$ cat src/rtl/forward_scoreboard_pkg.sv
// Shared types for the forwarding scoreboard: slot entry layout and select-width helper.
package forward_scoreboard_pkg;

  localparam int REGW_DEF = 5;
  localparam int LATW_DEF = 2;

  typedef logic [REGW_DEF-1:0] regbits_t;
  typedef logic [LATW_DEF-1:0] latbits_t;

  typedef struct packed {
    logic     vld;
    regbits_t rd;
    latbits_t rem;
  } slot_t;

  // One extra code point beyond DEPTH is needed for "read the register file".
  function automatic int fwd_sel_width(input int depth);
    return (depth < 1) ? 1 : $clog2(depth + 1);
  endfunction

endpackage

$ cat src/rtl/forward_scoreboard_fwd_match.sv
// Per-source youngest-producer search: picks a forward slot or flags a stall.
module fwd_match
  import forward_scoreboard_pkg::*;
#(
  parameter int DEPTH = 3,
  parameter int SELW  = fwd_sel_width(DEPTH)
) (
  input  slot_t [DEPTH-1:0] slots,
  input  regbits_t          src,
  output logic [SELW-1:0]   sel,
  output logic              stall
);

  logic found;

  // Slot 0 is youngest, so the first hit while scanning upward wins.
  always_comb begin
    sel   = '0;
    stall = 1'b0;
    found = 1'b0;
    for (int i = 0; i < DEPTH; i++) begin
      if (!found && slots[i].vld && (slots[i].rd == src) && (src != '0)) begin
        found = 1'b1;
        if (slots[i].rem == '0) begin
          sel = SELW'(i + 1);
        end else begin
          stall = 1'b1;
        end
      end
    end
  end

endmodule

$ cat src/rtl/forward_scoreboard.sv
// Forwarding scoreboard: tracks in-flight producers, selects bypass sources and stalls issue.
module forward_scoreboard
  import forward_scoreboard_pkg::*;
#(
  parameter int DEPTH  = 3,
  parameter int NSRC   = 2,
  parameter int REGW   = REGW_DEF,
  parameter int LATW   = LATW_DEF,
  parameter int FLUSHN = 1,
  localparam int SELW  = fwd_sel_width(DEPTH)
) (
  input  logic                      CLK,
  input  logic                      nRST,
  input  logic                      adv,
  input  logic                      flush,
  input  logic                      iss_vld,
  input  logic                      iss_regwr,
  input  logic [REGW-1:0]           iss_rd,
  input  logic [LATW-1:0]           iss_lat,
  input  logic [NSRC-1:0][REGW-1:0] src_rs,
  output logic [NSRC-1:0][SELW-1:0] fwd_sel,
  output logic                      stall,
  output logic [15:0]               hazard_cnt
);

  slot_t [DEPTH-1:0]         slots;
  slot_t [DEPTH-1:0]         slots_next;
  logic  [NSRC-1:0][SELW-1:0] match_sel;
  logic  [NSRC-1:0]          match_stall;

  for (genvar s = 0; s < NSRC; s++) begin : g_src
    fwd_match #(
      .DEPTH (DEPTH),
      .SELW  (SELW)
    ) u_match (
      .slots (slots),
      .src   (regbits_t'(src_rs[s])),
      .sel   (match_sel[s]),
      .stall (match_stall[s])
    );
  end

  // Outputs are forced quiet while reset is asserted, since slot state may be stale.
  always_comb begin
    stall   = nRST && iss_vld && (|match_stall);
    fwd_sel = nRST ? match_sel : '0;
  end

  always_comb begin
    slots_next = slots;
    if (adv) begin
      for (int i = DEPTH - 1; i > 0; i--) begin
        slots_next[i] = slots[i-1];
        if (slots[i-1].rem != '0) begin
          slots_next[i].rem = slots[i-1].rem - latbits_t'(1);
        end
      end
      if (stall) begin
        slots_next[0] = '0;
      end else begin
        slots_next[0].vld = iss_vld && iss_regwr && (iss_rd != '0);
        slots_next[0].rd  = regbits_t'(iss_rd);
        slots_next[0].rem = latbits_t'(iss_lat);
      end
    end
    // Flush acts on the post-shift view, so a same-cycle issue is squashed too.
    if (flush) begin
      for (int i = 0; i < FLUSHN && i < DEPTH; i++) begin
        slots_next[i].vld = 1'b0;
      end
    end
  end

  always_ff @(posedge CLK) begin
    if (!nRST) begin
      slots      <= '0;
      hazard_cnt <= '0;
    end else begin
      slots <= slots_next;
      if (adv && stall && (hazard_cnt != 16'hFFFF)) begin
        hazard_cnt <= hazard_cnt + 16'd1;
      end
    end
  end

endmodule

$ cat config.mk
export PLATFORM = sky130hd
export DESIGN_NAME = forward_scoreboard
export DESIGN_NICKNAME = d
export VERILOG_FILES = /design/src/rtl/forward_scoreboard_pkg.sv /design/src/rtl/forward_scoreboard_fwd_match.sv /design/src/rtl/forward_scoreboard.sv
export SDC_FILE = /design/constraint.sdc
export NUM_CORES = 1
export LEC_CHECK = 0
export CAP_MARGIN = 20
export CORE_MARGIN = 2
export CORE_UTILIZATION = 54
export CTS_BUF_LIST = sky130_fd_sc_hd__clkbuf_4
export DETAILED_ROUTE_END_ITERATION = 12
export GPL_ROUTABILITY_DRIVEN = 0
export MAX_ROUTING_LAYER = met4
export PLACE_DENSITY = 0.82
export SYNTH_ARGS = -nofsm -noshare
export SYNTH_HDL_FRONTEND = slang
export SYNTH_SLANG_ARGS = --single-unit
$ cat constraint.sdc
create_clock -name CLK -period 3.46 [get_ports CLK]
set_clock_uncertainty 0.05 [all_clocks]
set_input_delay 0.865 -clock CLK [delete_from_list [all_inputs] [get_ports CLK]]
set_output_delay 0.865 -clock CLK [all_outputs]
set_load 0.005 [all_outputs]
==> results.py, run 1 <==
metrics = {
    "outcome": {
        "outcome": "finished with violations",
        "violations": "setup timing",
    },
    "timing": {
        "hold_violations": 0,
        "setup_ws_ps": -5.48,
        "setup-violations-final": 1,
        "grt_setup_unrepaired": "yes",
        "worstMarginPinSlew_ps": 439,
        "slew_headroom_pct": 70.8,
        "period_share_pct": 100,
        "period_minus_slack_ps": 3470,
        "slew_violations": 0,
        "fmax_mhz": 289,
    },
    "hold_path": {
        "hp-class": "flop to flop",
    },
    "logic_synthesis": {
        "synth_top_area_share_pct": 35.3,
        "synth_common_cells": "dfxtp_1 (40), a21oi_1 (24), nor2_1 (22)",
        "syn_area_mm2": 0.00227,
        "async_reset_ff_share_pct": 0,
        "yosysWarnings": 0,
        "ys_ff_latch": 40,
        "synthTopCellsByArea": "dfxtp_1 (35%), xnor2_1 (7.7%), mux2i_1 (7.5%)",
        "syn_nets": 292,
        "yosysMostFrequentCell": "dfxtp_1",
        "synth_cell_types": 43,
        "synth_largest_area_cell": "dfxtp_1",
        "syn_area_per_cell_um2": 8.47,
        "ys_seq_area_share_pct": 35.3,
        "synthCells": 268,
        "synth_ff_type": "dfxtp_1",
        "synth-edff-count": 0,
    },
    "placed_design": {
        "place_ws_ps": -739,
        "dp_hpwl_um": 4080,
        "port-buffer-count": 43,
        "placed_cells": 376,
    },
    "drt": {
        "routed_via_density": 5.67,
        "ant_nets": 0,
        "route.vias.total": 2199,
        "wire_per_inst_um": 15.1,
        "firstDrtPassIters": 4,
        "first_iter_violations": 95,
        "drc": 0,
        "drt-total-wl_um": 5880,
    },
    "worst_setup_path": {
        "crit_fanout": 3,
        "required_ps": 2540,
        "crit_path_end_kind": "output port",
        "worstPathArrival_ps": 2550,
        "cp-start-kind": "primary input",
        "crit_type": "primary input to output port",
    },
    "clock_network": {
        "cts_htree_levels": 2,
        "cts_buffer_depth": 2,
        "cts_tree": "built",
        "clock-sinks": 40,
        "cts_root_buf": "clkbuf_4",
        "cts_inserted_buffers": 5,
        "clock_latency_ps": 360,
        "clkTransAtPathRegs_ps": 120,
    },
    "power": {
        "power.density_mw_per_mm2": 279,
        "clock_power_share_pct": 28.5,
        "ir_worst_vdd_uv": 202,
        "p_seq_share_pct": 57.4,
        "p_leak_uw": 0.00111,
        "combPwrFrac_pct": 14.1,
        "netSwitchingFraction_pct": 27.8,
        "p_switching_uw": 232,
        "internal_power_uw": 605,
    },
    "cells_and_area": {
        "final_cells": 388,
        "num-nets-final": 362,
        "syn2layout_area_growth_pct": 31.9,
        "drive_gt1_share_pct": 21.3,
        "n_antenna_cell": 0,
    },
    "job": {
        "max_cap_viol_count": 0,
    },
    "die": {
        "rows": 23,
        "core_area_mm2": 0.00403,
        "dieArea_mm2": 0.00474,
        "die_w_um": 68.9,
        "fp.dieH_um": 68.9,
        "ios": 44,
        "start_util_pct": 56.4,
    },
    "global_route": {
        "grt.overflow.total": 0,
        "grt_pass1_wl_um": 9150,
        "antenna_found_initial": 0,
        "grt_max_degree": 40,
        "grt_pass1_vias": 1960,
        "grtUsageTotal_pct": 26.8,
    },
}
## worst max-delay path: stages
cell and delay (ps):
buf_2 120, buf_6 120, xor2_1 140, or4_4 500
o32a_1 390, o221a_4 240, inv_4 70, buf_6 90
## routing by layer
metal / GRT usage, % / up-vias / wire [µm]
li1: - / 1104 / -
met1: 37.2 / 1027 / 2780
met2: 40.5 / 64 / 2770
met3: 4.38 / 4 / 288
met4: 7.35 / 0 / 38
met5: - / - / 0
## area by class of cell
class,instances,area (µm²)
Clock buffer,5,37.5
Sequential cell,40,801
Multi-Input combinational cell,213,1450
Clock inverter,2,12.5
Inverter,4,17.5
Fill cell,315,1030
Tap cell,50,62.6
Timing Repair Buffer,74,611
## cell usage in the layout, fill, tap and decap left out, types with 2 or more instances in the layout
master,synthesis,layout
buf_4,0,30
nand2b_1,15,15
inv_1,2,2
dfxtp_1,40,40
o21ai_1,6,6
clkbuf_2,0,6
or4_4,2,2
or4_1,4,4
nand4_1,9,9
buf_6,2,4
xor2_1,10,10
nor4_2,2,2
nand3_1,15,15
mux2i_1,17,17
a21oi_2,0,2
buf_2,1,6
nor3_1,5,4
nor2_1,22,22
and2_1,3,3
o31ai_1,4,4
o21ai_0,2,2
clkdlybuf4s50_1,0,28
xnor2_1,20,19
nand2_1,21,20
and3_1,5,5
or3_1,7,7
a21oi_1,24,22
clkbuf_4,0,5
## worst paths after layout
path                                      from        endpoint  slack, ps  depth (start not counted)
worst min register to register  hazard_cnt[11]  hazard_cnt[11]        460                          2
worst max-delay path                 src_rs[3]           stall         -5                          8
worst min-delay path            hazard_cnt[11]  hazard_cnt[11]        460                          2
worst max register to register       slots[20]   hazard_cnt[6]        510                          9
## kinds of logic after synthesis
family / count (synthesis) / share of synthesized area [%]
simple gates: 119 / 29.2
mux: 17 / 7.49
fa+ha+maj: 1 / 0.551
flops: 40 / 35.3
buf+inv: 15 / 3.20
xor+xnor: 30 / 11.6
compound gates: 46 / 12.7
## sequential cells by signal (all words and copies together) (netlist names)
signal and cells:
hazard_cnt 16, slots 24
## power groups by stage
| stage | sequential, µW | combinational [µW] | clock, µW |
|---|---|---|---|
| 4_1_cts | 480 | 116 | 241 |
| 3_3_place_gp | 490 | 115 | 0 |
| 3_5_place_dp | 490 | 118 | 0 |
| 5_1_grt | 482 | 127 | 261 |
| 6_report | 480 | 118 | 239 |
| 2_1_floorplan | 487 | 59.0 | 0 |
## per-stage QoR
step / power [µW] / hold slack [ps] / setup TNS (ps) / utilization [%] / instance area (µm²)
floorplan: 546 / 407 / 0 / - / 2270
global placement: 605 / 429 / -3640 / 72.0 / 2900
detailed placement: 608 / 435 / -4490 / 72.0 / 2900
CTS: 837 / 461 / 0 / 74.0 / 2980
global route: 870 / 480 / -33.2 / 74.3 / 3000
finish: 837 / 464 / -5.48 / 74.3 / 3000
## what timing repair did
action                     4_1_cts  5_1_grt
buffers inserted                 4        1
pin swaps                        6        9
gates resized for setup         49       21
setup endpoints to repair        5        5
hold buffers                     0        0
No activity file was read; power rests on OpenSTA's default activity.
==> run 2: changes to the inputs <==
--- a/config.mk
+++ b/config.mk
@@ -6,11 +6,13 @@
 export NUM_CORES = 1
 export LEC_CHECK = 0
 export CAP_MARGIN = 20
+export CORE_ASPECT_RATIO = 1.4
 export CORE_MARGIN = 2
 export CORE_UTILIZATION = 54
 export CTS_BUF_LIST = sky130_fd_sc_hd__clkbuf_4
 export DETAILED_ROUTE_END_ITERATION = 12
 export GPL_ROUTABILITY_DRIVEN = 0
+export GPL_TIMING_DRIVEN = 0
 export MAX_ROUTING_LAYER = met4
 export PLACE_DENSITY = 0.82
 export SYNTH_ARGS = -nofsm -noshare
==> run 2 against run 1 <==
Effect of this change: the flow finishes with violations (DRC); clock power is 31% higher; worst hold slack worse by 12 ps; largest cell class unchanged; first-iteration DRC count is 35% higher; clock-buffer cell count is 1 higher; core utilization is 1.4 points lower; routed wire length is 1.6% higher; sequential cell count stayed put; non-clock buffer count is 12 lower; via count is 0.68% higher; register-to-register slack better by 130 ps.
==> results.py, run 2 (synthesized netlist as in run 1, its figures left out) <==
metrics = {
    "global_route": {
        "grt.overflow.total": 0,
        "grt_pass1_wl_um": 9930,
        "grtUsageTotal_pct": 28.1,
        "grt_max_degree": 13,
        "grt_pass1_vias": 2120,
        "antenna_found_initial": 0,
    },
    "cells_and_area": {
        "max_flop_register": "slots",
        "seqCellArea_um2": 801,
        "fill_cells": 334,
        "final_cell_mix": "dfxtp_1 (40), clkdlybuf4s50_1 (28), a21oi_1 (23), nor2_1 (22), nand2_1 (21)",
        "final_cells": 370,
        "n_antenna_cell": 0,
        "drive_gt1_share_pct": 14.4,
        "layout_commonest_cell": "dfxtp_1",
        "syn2layout_area_growth_pct": 28.0,
        "largest_reg_flops": 24,
        "multiInputGateArea_mm2": 0.00144,
        "num-nets-final": 350,
        "largestRegisters": "slots (24), hazard_cnt (16)",
    },
    "die": {
        "dieArea_mm2": 0.00475,
        "fp.dieH_um": 80.7,
        "start_util_pct": 57.0,
        "core_area_mm2": 0.00399,
        "die_w_um": 58.8,
        "rows": 27,
        "ios": 44,
    },
    "drt": {
        "drc": 3,
        "routed_via_density": 5.98,
        "first_iter_violations": 128,
        "wire_per_inst_um": 16.1,
        "route.vias.total": 2214,
        "drt-total-wl_um": 5970,
        "ant_nets": 0,
        "firstDrtPassIters": 8,
    },
    "clock_network": {
        "cts_tree": "built",
        "cts_htree_levels": 2,
        "cts_root_buf": "clkbuf_4",
        "cts_buffer_depth": 2,
        "clock_latency_ps": 350,
        "clock-sinks": 40,
        "cts_inserted_buffers": 5,
        "hold_buffers": 0,
        "clkTransAtPathRegs_ps": 110,
    },
    "worst_setup_path": {
        "cp-start-kind": "primary input",
        "crit_fanout": 4,
        "r2r-end": "hazard_cnt[2]",
        "r2r_cells": 10,
        "r2r-start": "slots[19]",
        "critical_path.startpoint": "src_rs[4]",
        "crit_type": "primary input to output port",
        "required_ps": 2540,
        "worstPathArrival_ps": 2530,
        "crit_path_end_kind": "output port",
        "cp-endpoint": "stall",
        "ff2ff_setup_slack_ps": 640,
    },
    "power": {
        "p_leak_uw": 0.00105,
        "ir_worst_vdd_uv": 256,
        "power_uw": 903,
        "power.density_mw_per_mm2": 311,
    },
    "timing": {
        "whs_ps": 451,
        "setup-violations-final": 0,
        "grt_setup_unrepaired": "yes",
        "slew_violations": 0,
        "period_minus_slack_ps": 3450,
        "hold_violations": 0,
        "slew_headroom_pct": 38.0,
        "fmax_mhz": 290,
        "period_share_pct": 99.6,
        "worstMarginPinSlew_ps": 923,
    },
    "placed_design": {
        "dp_hpwl_um": 4450,
        "placed_cells": 354,
        "port-buffer-count": 43,
    },
    "job": {
        "max_cap_viol_count": 0,
    },
    "outcome": {
        "violations": "DRC",
        "outcome": "finished with violations",
    },
    "hold_path": {
        "hp-class": "flop to flop",
    },
}
==> run 2: worst min-delay path by stage <==
stage / depth (start not counted) / to / from
6_report: 2 / hazard_cnt[11] / hazard_cnt[11]
5_1_grt: 2 / hazard_cnt[14] / hazard_cnt[14]
4_1_cts: 2 / hazard_cnt[11] / hazard_cnt[11]
3_5_place_dp: 2 / hazard_cnt[11] / hazard_cnt[11]
3_3_place_gp: 2 / slots[17] / slots[17]
2_1_floorplan: 2 / slots[17] / slots[17]
==> run 2: report_power, final <==
group / switching [µW] / total [µW] / internal [µW]
logic: 55.8 / 109 / 52.9
clock network: 155 / 314 / 159
registers: 11.8 / 480 / 468
total: 222 / 903 / 681
==> run 2: critical path, cell delays in order <==
cell     delay [ps]
buf_4           130
xnor2_1         150
nand4_1         160
or4_4           450
o32a_1          370
o221a_4         260
inv_4            70
buf_6            80
==> run 2: final cells by class <==
class	count	share of cell area, %
Inverter	4	0.603
Multi-Input combinational cell	213	49.5
Sequential cell	40	27.6
Timing Repair Buffer	51	15.7
Tap cell	43	1.85
Clock buffer	6	1.55
Clock inverter	2	1.21
Buffer	11	1.98
==> run 2: layer usage <==
metal	vias up	part of all wire, %	global-route usage [%]	wire, µm
met2	67	53	50.3	3150
met5	-	0	-	0
met3	13	3.3	2.87	195
met4	0	2.9	11.1	172
li1	1082	-	-	-
met1	1052	41	31.4	2460
==> run 2: stage by stage <==
| step | cell area [µm²] | setup slack [ps] | utilization, % | TNS [ps] |
|---|---|---|---|---|
| after CTS | 2910 | 2.70 | 72.9 | 0 |
| after floorplan | 2270 | 297 | - | 0 |
| after global placement | 2760 | -876 | 69.1 | -4870 |
| after global routing | 2910 | -26.3 | 72.9 | -26.3 |
| after detailed placement | 2760 | -905 | 69.1 | -6000 |
| final | 2910 | 12.3 | 72.9 | 0 |
==> run 2: repair_timing <==
action / CTS / global route
cloned: 0 / 0
buffers inserted: 8 / 0
setup endpoints to repair: 5 / 5
resized for setup: 54 / 8
pin swaps: 9 / 5
==> run 3: changes to the inputs <==
--- a/config.mk
+++ b/config.mk
@@ -7,7 +7,7 @@
 export LEC_CHECK = 0
 export CAP_MARGIN = 20
 export CORE_ASPECT_RATIO = 1.4
-export CORE_MARGIN = 2
+export CORE_MARGIN = 3
 export CORE_UTILIZATION = 54
 export CTS_BUF_LIST = sky130_fd_sc_hd__clkbuf_4
 export DETAILED_ROUTE_END_ITERATION = 12
==> run 3 against run 2 <==
Effect of this change: the flow now finishes without violations; routed wire length fell by 1.6%; first-iteration DRC count rose by 3.1%; sequential power barely moved; worst hold slack got worse by 8.1 ps; critical path depth did not move; final area rose by 0.65%; final cell count fell by 1.1%; sequential cell count did not move; clock-buffer cell count fell by 1; core utilization rose by 0.47 points; die area rose by 6.0%; critical endpoint unchanged; largest cell class unchanged; highest routed layer unchanged.
==> results.py, run 3 (synthesized netlist as in run 1, its figures left out) <==
metrics = {
    "clock_network": {
        "cts_root_buf": "clkbuf_4",
        "cts_htree_levels": 2,
        "cts_tree": "built",
        "cts_inserted_buffers": 5,
        "clock_latency_ps": 340,
        "clkTransAtPathRegs_ps": 120,
        "cts_buffer_depth": 2,
        "clock-sinks": 40,
        "hold_buffers": 0,
    },
    "timing": {
        "period_minus_slack_ps": 3460,
        "slew_headroom_pct": 41.1,
        "grt_setup_unrepaired": "yes",
        "hold_violations": 0,
        "period_share_pct": 100,
        "slew_violations": 0,
        "fmax_mhz": 289,
        "totalNegativeSetupSlack_ps": 0,
        "setup-violations-final": 0,
        "worstMarginPinSlew_ps": 877,
    },
    "die": {
        "fp.dieH_um": 82.7,
        "dieArea_mm2": 0.00503,
        "core_area_mm2": 0.00399,
        "start_util_pct": 57.0,
        "die_w_um": 60.8,
        "ios": 44,
        "rows": 27,
    },
    "worst_setup_path": {
        "slowest_stage": "or4_4",
        "cp-start-kind": "primary input",
        "required_ps": 2540,
        "crit_type": "primary input to output port",
        "crit_path_end_kind": "output port",
        "cp_slowest_stage_delay_ps": 560,
        "worstPathArrival_ps": 2540,
        "crit_top_cell": "or4_4",
        "crit_fanout": 4,
        "path_cells": "buf_2, or4_4, nor2_4, or4_4, o32a_1, o221a_4, inv_4, buf_6",
    },
    "cells_and_area": {
        "fill_cells": 313,
        "final_cell_mix": "dfxtp_1 (40), clkdlybuf4s50_1 (28), a21oi_1 (23), nor2_1 (22), nand2_1 (21)",
        "n_antenna_cell": 0,
        "fin_area_mm2": 0.00293,
        "num-nets-final": 347,
        "max_flop_register": "slots",
        "largest_reg_flops": 24,
        "final_core_util_pct": 73.4,
        "drive_gt1_share_pct": 13.3,
        "layout_commonest_cell": "dfxtp_1",
        "syn2layout_area_growth_pct": 28.8,
        "largestRegisters": "slots (24), hazard_cnt (16)",
    },
    "power": {
        "p_leak_uw": 0.00105,
        "ir_worst_vdd_uv": 335,
        "power.density_mw_per_mm2": 328,
    },
    "drt": {
        "firstDrtPassIters": 4,
        "ant_nets": 0,
        "first_iter_violations": 132,
        "drc": 0,
        "drt-total-wl_um": 5880,
        "routed_via_density": 5.96,
        "wire_per_inst_um": 16.1,
        "route.vias.total": 2181,
    },
    "placed_design": {
        "placed_area_mm2": 0.00276,
        "dp_hpwl_um": 4400,
        "port-buffer-count": 43,
    },
    "global_route": {
        "grt.overflow.total": 0,
        "grt_pass1_wl_um": 9800,
        "grtUsageTotal_pct": 26.4,
        "grt_pass1_vias": 2198,
        "antenna_found_initial": 0,
        "grt_max_degree": 13,
    },
    "job": {
        "max_cap_viol_count": 0,
    },
    "outcome": {
        "outcome": "finished clean",
    },
    "hold_path": {
        "hp-class": "flop to flop",
    },
}
[run 3: timing repair]
| item | CTS | global route |
|---|---|---|
| setup buffers | 5 | 0 |
| resized for setup | 58 | 5 |
| endpoints found under the setup margin | 5 | 3 |
| pin swaps | 8 | 2 |
[run 3: final cells by class]
cell class	instances	area (µm²)	share of cell area [%]
buffer	11	57.6	1.97
clock buffer	5	37.5	1.28
clock inverter	2	60.1	2.05
inverter	4	17.5	0.599
multi-input combinational	213	1440	49.3
sequential	40	801	27.4
tap	43	53.8	1.84
timing repair buffer	48	457	15.6
[run 3: power by group]
group / switching (µW) / leakage, µW / internal, µW
Sequential: 11.4 / 0.000324 / 468
Clock: 149 / 0.0000513 / 221
Combinational: 55.7 / 0.000670 / 53.5
[run 3: layer usage]
| layer | vias up | part of all wire (%) | GRT usage [%] |
|---|---|---|---|
| met2 | 74 | 52 | 45.6 |
| met1 | 1022 | 39 | 28.8 |
| li1 | 1068 | - | - |
| met3 | 17 | 4.8 | 3.89 |
| met4 | 0 | 4.1 | 13.7 |
| met5 | - | 0 | - |
[run 3: path summary, 6_finish.rpt]
kind | startpoint | to | slack (ps) | depth (start not counted)
setup reg to reg | slots[19] | hazard_cnt[2] | 680 | 10
setup / recovery | src_rs[4] | stall | 0.2 | 8
hold / removal | slots[17] | slots[17] | 440 | 2
hold reg to reg | slots[17] | slots[17] | 440 | 2
[run 3: worst max-delay path: cells and delay by family]
| family | cells | cell delay, ps |
|---|---|---|
| AO/OA/AOI/OAI | 2 | 630 |
| buffers and inverters | 3 | 290 |
| AND/OR/NAND/NOR | 3 | 760 |
[run 3: per-stage QoR]
stage / hold WS, ps / setup slack (ps) / power, µW / cells
floorplan: 407 / 297 / 546 / 268
global placement: 424 / -893 / 595 / 354
detailed placement: 426 / -893 / 597 / 354
CTS: 443 / -14.9 / 965 / 366
global route: 467 / -30.5 / 993 / 366
finish: 443 / 0.234 / 959 / 366
